<file path="config.mk">
export PLATFORM = sky130hd
export DESIGN_NAME = pos_cell_access_ctrl_flat
export DESIGN_NICKNAME = d
export VERILOG_FILES = /design/src/rtl/pos_cell_access_if.sv /design/src/rtl/pos_cell_access_ctrl.sv /design/src/flat_wrapper.sv
export SDC_FILE = /design/constraint.sdc
export NUM_CORES = 1
export LEC_CHECK = 0
export ABC_AREA = 1
export ABC_CLOCK_PERIOD_IN_PS = 2100
export CORE_AREA = 2 2 164 166
export DETAILED_ROUTE_END_ITERATION = 16
export DIE_AREA = 0 0 166 168
export SLEW_MARGIN = 20
export SYNTH_ARGS = -nofsm -noshare
export SYNTH_HDL_FRONTEND = slang
export SYNTH_SLANG_ARGS = --single-unit
</file>
<file path="constraint.sdc">
create_clock -name i_clk -period 2.1 [get_ports i_clk]
set_input_delay 0.315 -clock i_clk [delete_from_list [all_inputs] [get_ports i_clk]]
set_output_delay 0.315 -clock i_clk [all_outputs]
set_load 0.02 [all_outputs]
</file>
<file path="src/rtl/pos_cell_access_if.sv">
// rtl/pos_cell_access_if.sv - request, stream and RAM port bundle of the position cell controller
interface pos_cell_access_if #(
    parameter int DATA_WIDTH = 96,
    parameter int ADDR_WIDTH = 8
);
    logic                  rd_start;
    logic                  rd_busy;
    logic                  out_valid;
    logic [DATA_WIDTH-1:0] out_data;
    logic [ADDR_WIDTH-1:0] out_pid;
    logic                  rd_done;
    logic                  wr_req;
    logic [ADDR_WIDTH-1:0] wr_addr;
    logic [DATA_WIDTH-1:0] wr_data;
    logic                  wr_ack;
    logic                  wr_err;
    logic [ADDR_WIDTH-1:0] mem_address;
    logic [DATA_WIDTH-1:0] mem_data;
    logic                  mem_rden;
    logic                  mem_wren;
    logic [DATA_WIDTH-1:0] mem_q;

    modport master (
        output rd_start, wr_req, wr_addr, wr_data, mem_q,
        input  rd_busy, out_valid, out_data, out_pid, rd_done, wr_ack, wr_err,
        input  mem_address, mem_data, mem_rden, mem_wren
    );

    modport slave (
        input  rd_start, wr_req, wr_addr, wr_data, mem_q,
        output rd_busy, out_valid, out_data, out_pid, rd_done, wr_ack, wr_err,
        output mem_address, mem_data, mem_rden, mem_wren
    );
endinterface

</file>
<file path="src/rtl/pos_cell_access_ctrl.sv">
// rtl/pos_cell_access_ctrl.sv - cell position RAM access: whole-cell read stream and motion-update writes
module pos_cell_access_ctrl #(
    parameter int DATA_WIDTH   = 96,
    parameter int ADDR_WIDTH   = 8,
    parameter int PARTICLE_NUM = 220
) (
    input  logic             i_clk,
    input  logic             i_rst_n,
    pos_cell_access_if.slave io_bus
);
    localparam logic [ADDR_WIDTH-1:0] LAST_PID = ADDR_WIDTH'(PARTICLE_NUM - 1);

    typedef enum logic [2:0] {S_IDLE, S_CNT_RD, S_CNT_WAIT, S_STREAM, S_DRAIN} state_t;

    state_t                r_state, w_next_state;
    logic                  r_wait;
    logic [ADDR_WIDTH-1:0] r_n;
    logic                  r_iss_v, r_p1_v, r_out_valid;
    logic [ADDR_WIDTH-1:0] r_p1_pid, r_out_pid;
    logic                  r_rd_busy, r_rd_done, r_wr_ack, r_wr_err;
    logic [ADDR_WIDTH-1:0] r_mem_address;
    logic [DATA_WIDTH-1:0] r_mem_data;
    logic                  r_mem_rden, r_mem_wren;

    logic                  w_iss_v, w_rd_done, w_wr_ack, w_wr_err;
    logic [ADDR_WIDTH-1:0] w_mem_address;
    logic [DATA_WIDTH-1:0] w_mem_data;
    logic                  w_mem_rden, w_mem_wren;
    logic [ADDR_WIDTH-1:0] w_cnt, w_issue_addr;
    logic                  w_wr_bad;

    // Particle count from RAM word 0, clamped to the last valid particle slot
    assign w_cnt        = (io_bus.mem_q[ADDR_WIDTH-1:0] > LAST_PID) ? LAST_PID
                                                                    : io_bus.mem_q[ADDR_WIDTH-1:0];
    assign w_issue_addr = r_mem_address + ADDR_WIDTH'(1);
    assign w_wr_bad     = io_bus.wr_addr > LAST_PID;

    always_ff @(posedge i_clk or negedge i_rst_n) begin
        if (!i_rst_n) begin
            r_state       <= S_IDLE;
            r_wait        <= 1'b0;
            r_n           <= '0;
            r_iss_v       <= 1'b0;
            r_p1_v        <= 1'b0;
            r_p1_pid      <= '0;
            r_out_valid   <= 1'b0;
            r_out_pid     <= '0;
            r_rd_busy     <= 1'b0;
            r_rd_done     <= 1'b0;
            r_wr_ack      <= 1'b0;
            r_wr_err      <= 1'b0;
            r_mem_address <= '0;
            r_mem_data    <= '0;
            r_mem_rden    <= 1'b0;
            r_mem_wren    <= 1'b0;
        end else begin
            r_state       <= w_next_state;
            r_wait        <= (r_state == S_CNT_WAIT) && !r_wait;
            if ((r_state == S_CNT_WAIT) && r_wait) r_n <= w_cnt;
            // Issue flag and pid shadow the two-cycle RAM read latency
            r_iss_v       <= w_iss_v;
            r_p1_v        <= r_iss_v;
            r_p1_pid      <= r_mem_address;
            r_out_valid   <= r_p1_v;
            r_out_pid     <= r_p1_v ? r_p1_pid : '0;
            r_rd_busy     <= (w_next_state != S_IDLE);
            r_rd_done     <= w_rd_done;
            r_wr_ack      <= w_wr_ack;
            r_wr_err      <= w_wr_err;
            r_mem_address <= w_mem_address;
            r_mem_data    <= w_mem_data;
            r_mem_rden    <= w_mem_rden;
            r_mem_wren    <= w_mem_wren;
        end
    end

    always_comb begin
        w_next_state = r_state;
        case (r_state)
            S_IDLE:     if (io_bus.rd_start) w_next_state = S_CNT_RD;
            S_CNT_RD:   w_next_state = S_CNT_WAIT;
            S_CNT_WAIT: if (r_wait) w_next_state = (w_cnt > ADDR_WIDTH'(1)) ? S_STREAM : S_DRAIN;
            S_STREAM:   if (w_issue_addr == r_n) w_next_state = S_DRAIN;
            S_DRAIN:    if (r_rd_done) w_next_state = S_IDLE;
            default:    w_next_state = S_IDLE;
        endcase
    end

    always_comb begin
        w_iss_v       = 1'b0;
        w_rd_done     = 1'b0;
        w_wr_ack      = 1'b0;
        w_wr_err      = 1'b0;
        w_mem_address = '0;
        w_mem_data    = '0;
        w_mem_rden    = 1'b0;
        w_mem_wren    = 1'b0;
        case (r_state)
            S_IDLE: begin
                if (io_bus.rd_start) begin
                    w_mem_rden = 1'b1;
                end else if (io_bus.wr_req) begin
                    w_wr_ack = 1'b1;
                    w_wr_err = w_wr_bad;
                    if (!w_wr_bad) begin
                        w_mem_wren    = 1'b1;
                        w_mem_address = io_bus.wr_addr;
                        w_mem_data    = io_bus.wr_data;
                    end
                end
            end
            S_CNT_WAIT: begin
                if (r_wait) begin
                    if (w_cnt == '0) begin
                        w_rd_done = 1'b1;
                    end else begin
                        w_iss_v       = 1'b1;
                        w_mem_rden    = 1'b1;
                        w_mem_address = ADDR_WIDTH'(1);
                    end
                end
            end
            S_STREAM: begin
                w_iss_v       = 1'b1;
                w_mem_rden    = 1'b1;
                w_mem_address = w_issue_addr;
            end
            // Last particle leaves the pipe when stage 1 is full and nothing follows it
            S_DRAIN:  w_rd_done = r_p1_v && !r_iss_v && !r_rd_done;
            default:  ;
        endcase
    end

    assign io_bus.rd_busy     = r_rd_busy;
    assign io_bus.out_valid   = r_out_valid;
    assign io_bus.out_pid     = r_out_pid;
    assign io_bus.out_data    = io_bus.mem_q;
    assign io_bus.rd_done     = r_rd_done;
    assign io_bus.wr_ack      = r_wr_ack;
    assign io_bus.wr_err      = r_wr_err;
    assign io_bus.mem_address = r_mem_address;
    assign io_bus.mem_data    = r_mem_data;
    assign io_bus.mem_rden    = r_mem_rden;
    assign io_bus.mem_wren    = r_mem_wren;
endmodule

</file>
<file path="src/flat_wrapper.sv">
// flat-port wrapper written by rule: the top's interface ports become plain ports
module pos_cell_access_ctrl_flat 
#(
    parameter int DATA_WIDTH   = 96,
    parameter int ADDR_WIDTH   = 8,
    parameter int PARTICLE_NUM = 220
)
  (i_clk, i_rst_n, io_bus_rd_start, io_bus_wr_req, io_bus_wr_addr, io_bus_wr_data, io_bus_mem_q, io_bus_rd_busy, io_bus_out_valid, io_bus_out_data, io_bus_out_pid, io_bus_rd_done, io_bus_wr_ack, io_bus_wr_err, io_bus_mem_address, io_bus_mem_data, io_bus_mem_rden, io_bus_mem_wren);
  pos_cell_access_if #(.DATA_WIDTH(DATA_WIDTH), .ADDR_WIDTH(ADDR_WIDTH)) io_bus_i ();
  input  logic i_clk;
  input  logic i_rst_n;
  input wire logic [$bits(io_bus_i.rd_start)-1:0] io_bus_rd_start;
  input wire logic [$bits(io_bus_i.wr_req)-1:0] io_bus_wr_req;
  input wire logic [$bits(io_bus_i.wr_addr)-1:0] io_bus_wr_addr;
  input wire logic [$bits(io_bus_i.wr_data)-1:0] io_bus_wr_data;
  input wire logic [$bits(io_bus_i.mem_q)-1:0] io_bus_mem_q;
  output wire logic [$bits(io_bus_i.rd_busy)-1:0] io_bus_rd_busy;
  output wire logic [$bits(io_bus_i.out_valid)-1:0] io_bus_out_valid;
  output wire logic [$bits(io_bus_i.out_data)-1:0] io_bus_out_data;
  output wire logic [$bits(io_bus_i.out_pid)-1:0] io_bus_out_pid;
  output wire logic [$bits(io_bus_i.rd_done)-1:0] io_bus_rd_done;
  output wire logic [$bits(io_bus_i.wr_ack)-1:0] io_bus_wr_ack;
  output wire logic [$bits(io_bus_i.wr_err)-1:0] io_bus_wr_err;
  output wire logic [$bits(io_bus_i.mem_address)-1:0] io_bus_mem_address;
  output wire logic [$bits(io_bus_i.mem_data)-1:0] io_bus_mem_data;
  output wire logic [$bits(io_bus_i.mem_rden)-1:0] io_bus_mem_rden;
  output wire logic [$bits(io_bus_i.mem_wren)-1:0] io_bus_mem_wren;
  assign io_bus_i.rd_start = io_bus_rd_start;
  assign io_bus_i.wr_req = io_bus_wr_req;
  assign io_bus_i.wr_addr = io_bus_wr_addr;
  assign io_bus_i.wr_data = io_bus_wr_data;
  assign io_bus_i.mem_q = io_bus_mem_q;
  assign io_bus_rd_busy = io_bus_i.rd_busy;
  assign io_bus_out_valid = io_bus_i.out_valid;
  assign io_bus_out_data = io_bus_i.out_data;
  assign io_bus_out_pid = io_bus_i.out_pid;
  assign io_bus_rd_done = io_bus_i.rd_done;
  assign io_bus_wr_ack = io_bus_i.wr_ack;
  assign io_bus_wr_err = io_bus_i.wr_err;
  assign io_bus_mem_address = io_bus_i.mem_address;
  assign io_bus_mem_data = io_bus_i.mem_data;
  assign io_bus_mem_rden = io_bus_i.mem_rden;
  assign io_bus_mem_wren = io_bus_i.mem_wren;
  pos_cell_access_ctrl #(.DATA_WIDTH(DATA_WIDTH), .ADDR_WIDTH(ADDR_WIDTH), .PARTICLE_NUM(PARTICLE_NUM)) u_core (.i_clk(i_clk), .i_rst_n(i_rst_n), .io_bus(io_bus_i));
endmodule
</file>
==> results of run 1 <==
final cells by class:
class	instances	area (sq um)	share of cell area, %
clock buffers	19	443	5.08
well taps	341	427	4.89
inverters	140	526	6.02
flip-flops and latches	141	3530	40.5
multi-input cells	230	1120	12.9
clock inverters	13	128	1.46
repair buffers	252	2550	29.2
cell usage in the layout, fill, tap and decap left out, types with 3 or more instances in the layout:
master and count:
nand2_1 55, inv_6 5, nor3_1 4, dfrtp_1 140, clkbuf_16 17, buf_12 4
clkinvlp_4 5, o21ai_0 9, nor2_1 99, nor2_4 11, xor2_1 3, nor2_2 4
inv_1 139, nand3_1 18, nor4_1 3, buf_4 5, o22ai_1 3, nand4_1 4
a21oi_1 3, clkdlybuf4s50_1 241
synth_stat cells:
master / count / area share, %
dfrtp_1: 141 / 59
inv_1: 139 / 8.8
nor2_1: 99 / 6.2
buf_4: 97 / 12
nand2_1: 55 / 3.5
nand3_1: 18 / 1.5
nor2_4: 11 / 2.1
o21ai_0: 9 / 0.76
clkbuf_1: 6 / 0.38
nand4_1: 4 / 0.42
nor2_2: 4 / 0.42
nor3_1: 4 / 0.34
a21oi_1: 3 / 0.25
buf_1: 3 / 0.19
nor4_1: 3 / 0.32
o22ai_1: 3 / 0.32
xor2_1: 3 / 0.44
a32o_1: 2 / 0.34
buf_2: 2 / 0.17
buf_6: 2 / 0.38
nand2_2: 2 / 0.21
o211ai_1: 2 / 0.25
a22o_1: 1 / 0.15
a22oi_1: 1 / 0.13
a31o_2: 1 / 0.15
a31oi_1: 1 / 0.11
ha_1: 1 / 0.21
inv_2: 1 / 0.063
nand3b_1: 1 / 0.13
nor3_4: 1 / 0.27
xnor2_1: 1 / 0.15
stage by stage:
stage	cell area [sq um]	power (mW)	hold WS (ps)	utilization, %
6_report	8730	8.19	378	33.1
5_1_grt	8730	8.67	389	33.1
4_1_cts	8720	8.34	380	33.1
3_5_place_dp	8140	5.38	307	30.9
3_3_place_gp	8140	5.35	305	30.9
2_1_floorplan	5960	4.57	19.4	-
power by group:
part,switching (mW),internal (mW)
Combinational,1.14,0.908
Sequential,0.182,3.09
Clock,1.20,1.68
cells by family after synthesis:
family	Yosys count
adders and majority gates	1
buffers and inverters	250
AOI/OAI and AO/OA	23
xor gates and xnor gates	4
DFF	141
and+or+nand+nor	202
layer usage:
layer  global-route usage, %  part of all wire [%]  vias up  wire (um)
li1                        -                     -     2039          -
met1                    12.6                    35     1965       6110
met2                    22.7                    52      225       9120
met3                    5.27                   9.4       69       1640
met4                    5.67                   3.6        0        636
met5                       0                     0        -          0
sequential cells by signal, summed over array words and instances (netlist names):
register                   cells
u_core.io_bus.mem_address      8
u_core.r_p1_v                  1
u_core.io_bus.wr_err           1
u_core.io_bus.mem_rden         1
u_core.r_iss_v                 1
u_core.io_bus.mem_wren         1
u_core.io_bus.out_pid          8
u_core.io_bus.out_valid        1
u_core.r_state                 3
u_core.r_wait                  1
u_core.io_bus.rd_done          1
u_core.io_bus.rd_busy          1
u_core.r_n                     8
u_core.io_bus.wr_ack           1
u_core.io_bus.mem_data        96
u_core.r_p1_pid                8
worst paths after layout:
path                                                        end  slack, ps  cells past startpoint
setup reg to reg                u_core.io_bus.rd_busy$_DFF_PN0_        260                     11
setup / recovery                          io_bus_mem_address[0]        190                      2
hold / removal                          u_core.r_p1_v$_DFF_PN0_        380                      0
max in group asynchronous  u_core.io_bus.mem_data[53]$_DFF_PN0_        970                      3
min in group asynchronous  u_core.io_bus.mem_data[65]$_DFF_PN0_        430                      2
hold reg to reg                         u_core.r_p1_v$_DFF_PN0_        380                      0
critical path, stage by stage (launching register included):
cell and delay [ps]:
dfrtp_1 360, buf_4 170, clkdlybuf4s50_1 650
timing repair:
action                                  CTS  global route
endpoints found under the setup margin    0             1
hold buffers                              1             0
endpoints found under the hold margin    47             0
resized for setup                         0             2
==> flow_summary.ini, run 1 <==
[floorplan]
die_height_um = 168
std_cell_rows = 60
start_util_pct = 22.6
dieWidth_um = 166
ios = 419
die_area_sq_mm = 0.0279
design.core.area_sq_mm = 0.0264

[critical_path]
required_ps = 1780
arrival_ps = 1590
critPathMaxFanout = 8
path_class = reg -> out
r2r_start = u_core.io_bus.mem_address[0]$_DFF_PN0_
cp-startpoint = u_core.io_bus.mem_address[0]$_DFF_PN0_
worst_setup_path_end_kind = output port
startpoint_type = flip-flop

[yosys]
post_synth_fa_ha_maj_area_fraction_pct = 0.210
synth_top_family_by_area = buffers and inverters
ys_seq_area_share_pct = 59.2
synth_xor_area_share_pct = 0.588
synthCells = 621
synthMuxAreaShare_pct = 0
yosysWarnings = 0
synth_seq_cells = 141
synth_area_per_cell_sq_um = 9.59
synth-simple-area-share_pct = 15.4
synth_nets = 826
synth_area_sq_mm = 0.00596
synth_compound_area_share_pct = 2.44
yosysUniqueCellTypes = 31

[power_and_ir_drop]
power_density_mw_per_mm2 = 939
ir_worst_vdd_mv = 0.550
leakage_nw = 4.37

[global_route]
antenna_found_initial = 0
grt_pass1_vias = 4453
grt.overflow.total = 0
grt_pass1_wl_mm = 26.6
grt_max_degree = 64
grt_use_total_pct = 12.6

[placement]
io_buffers = 242
gp_congestion = 0.763
dp_hpwl_mm = 13.7
pre_cts_ws_ps = 1.91
dp.cells = 1103

[drt]
drc = 0
wire_per_inst_um = 15.4
drt_iter0_drc = 302
via_count = 4298
firstDrtPassIters = 5
wl_mm = 17.5
ant_nets = 0
viasPerCell = 3.78

[timing]
relSlewSlack_pct = 64.0
rsz0062_at_grt = false
worst_slew_pin_slew_ps = 534
finalSetupViolations = 0
worst_slack_ps = 193
tns_ps = 0
hold_violations = 0
fin_crit_ps = 1910
fin_crit_sh_pct = 90.8
fmax_ghz = 0.524
fin_worst_skew_ps = 12.3
final_max_slew_viol_count = 0

[clocking]
cts_root_buffer = clkbuf_16
clk_latency_ps = 410
cts_setup_buffers = 0
cts_tree = built
cts_buffer_depth = 2
cts_buffers = 17
htreeDepth = 4
cts_sinks = 141
clk_pin_slew_ps = 60

[hold_path]
min_from = u_core.r_iss_v$_DFF_PN0_
worstHoldPathType = reg -> reg

[layout]
fin_nets = 987
area_growth_pct = 46.5
drive_gt1_share_pct = 7.92
fillCellCount = 2669
antenna_cells = 0
fin_cells = 1136

[run]
maxCapViolCount = 0

[outcome]
status = finished, final reports clean
(Power assumes the default switching activity.)
==> run 2: changes to the inputs <==
SKIP_LAST_GASP = 1   (was not set)
==> run 2 against run 1 <==
- utilization about the same
- clock skew unchanged
- cell area about the same
- first-iteration DRC count unchanged
- via count unchanged
- worst setup slack worse by 110 ps
- sequential share of layout area about the same
- critical endpoint is now io_bus_mem_address[2]
==> flow_summary.ini, run 2 (same netlist as run 1, synthesis figures left out) <==
[placement]
dp_hpwl_mm = 13.7
io_buffers = 242
gp_congestion = 0.763
dpl_cell_area_sq_mm = 0.00814

[hold_path]
worstHoldPathType = reg -> reg

[layout]
fin_area_sq_mm = 0.00872
fin_nets = 987
final_core_util_pct = 33.1
largest_reg_flops = 96
layout_common_cells = clkdlybuf4s50_1 (241), dfrtp_1 (141), inv_1 (139), nor2_1 (99), nand2_1 (55)
fillCellCount = 2669
multiInputGateArea_sq_mm = 0.00112
area_growth_pct = 46.4
antenna_cells = 0
regArea_sq_mm = 0.00353
drive_gt1_share_pct = 7.80
layout_commonest_cell = clkdlybuf4s50_1

[timing]
fin_crit_ps = 2020
hold_violations = 0
rsz0062_at_grt = true
worst_hold_slack_ps = 378
worst_slew_pin_slew_ps = 534
finalSetupViolations = 0
fin_crit_sh_pct = 96.1
final_max_slew_viol_count = 0
fin_worst_skew_ps = 12.3
relSlewSlack_pct = 64.0
fmax_ghz = 0.496

[clocking]
htreeDepth = 4
cts_buffer_depth = 2
cts_tree = built
cts_root_buffer = clkbuf_16
clk_pin_slew_ps = 60
cts_sinks = 141
clk_latency_ps = 410
cts_buffers = 17
cts_setup_buffers = 0

[critical_path]
path_class = reg -> out
slowest_delay_ps = 710
startpoint_type = flip-flop
crit_family = buffers and inverters
critPathMaxFanout = 9
arrival_ps = 1700
worst_setup_path_end_kind = output port
required_ps = 1780
cp_num_buf_inv = 1
worst_path_max_delay_cell = clkdlybuf4s50_1
crit_chain = clkdlybuf4s50_1

[power_and_ir_drop]
power_density_mw_per_mm2 = 939
ir_worst_vdd_mv = 0.550
leakage_nw = 4.37

[drt]
drt_iter0_drc = 302
ant_nets = 0
wire_per_inst_um = 15.4
wl_mm = 17.5
drc = 0
via_count = 4298
viasPerCell = 3.78
firstDrtPassIters = 5

[floorplan]
ios = 419
die_height_um = 168
dieWidth_um = 166
design.core.area_sq_mm = 0.0264
die_area_sq_mm = 0.0279
std_cell_rows = 60
start_util_pct = 22.6

[global_route]
grt_pass1_wl_mm = 26.6
grt.overflow.total = 0
grt_use_total_pct = 12.6
grt_max_degree = 64
grt_pass1_vias = 4453
antenna_found_initial = 0

[run]
maxCapViolCount = 0

[outcome]
status = finished, final reports clean
[run 2: changes by cell type in the layout (fill, tap and decap cells not counted)]
cell | previous run | this run
dfrtp_2 | 1 | 0
dfrtp_1 | 140 | 141
[run 2: worst paths after layout]
check | depth (start not counted) | endpoint | slack (ps) | start
max | 1 | io_bus_mem_address[2] | 80 | u_core.io_bus.mem_address[2]$_DFF_PN0_
min | 0 | u_core.r_p1_v$_DFF_PN0_ | 380 | u_core.r_iss_v$_DFF_PN0_
max reg2reg | 11 | u_core.io_bus.rd_busy$_DFF_PN0_ | 260 | u_core.io_bus.mem_address[0]$_DFF_PN0_
min reg2reg | 0 | u_core.r_p1_v$_DFF_PN0_ | 380 | u_core.r_iss_v$_DFF_PN0_
max in group asynchronous | 3 | u_core.io_bus.mem_data[53]$_DFF_PN0_ | 970 | i_rst_n
min in group asynchronous | 2 | u_core.io_bus.mem_data[65]$_DFF_PN0_ | 430 | i_rst_n
[run 2: layer usage]
layer / GRT usage, % / share of wire (%)
met4: 5.67 / 3.6
met3: 5.27 / 9.4
met1: 12.6 / 35
met5: 0 / 0
met2: 22.7 / 52
[run 2: stage by stage]
stage / power (mW) / setup WS, ps / setup TNS, ps / cells
floorplan: 4.57 / 336 / 0 / 621
global placement: 5.35 / 60.5 / 0 / 1103
detailed placement: 5.38 / 1.91 / 0 / 1103
CTS: 8.34 / 61.6 / 0 / 1136
global route: 8.67 / -14.7 / -14.7 / 1136
finish: 8.19 / 82.4 / 0 / 1136
[run 2: where the power goes]
| part | leakage (nW) | total, mW | internal [mW] | switching [mW] |
|---|---|---|---|---|
| clock network | 0.265 | 2.88 | 1.68 | 1.20 |
| logic | 2.19 | 2.04 | 0.908 | 1.14 |
| registers | 1.92 | 3.27 | 3.08 | 0.182 |
| total | 4.37 | 8.19 | 5.68 | 2.51 |
[run 2: final cells by class]
class | count | share of cell area (%)
clock inverters | 13 | 1.46
clock buffers | 19 | 5.08
inverters | 140 | 6.02
flip-flops and latches | 141 | 40.4
repair buffers | 252 | 29.2
multi-input cells | 230 | 12.9
well taps | 341 | 4.89
[run 2: timing repair]
action                     in CTS  in global routing
hold endpoints to repair       47                  0
hold buffers                    1                  0
setup endpoints to repair       0                  1
resized for setup               0                  1
==> run 3: changes to the inputs <==
TNS_END_PERCENT = 5   (was not set)
==> results of run 3 <==
The final DEF is identical to that of run 2; final timing and power are the same.
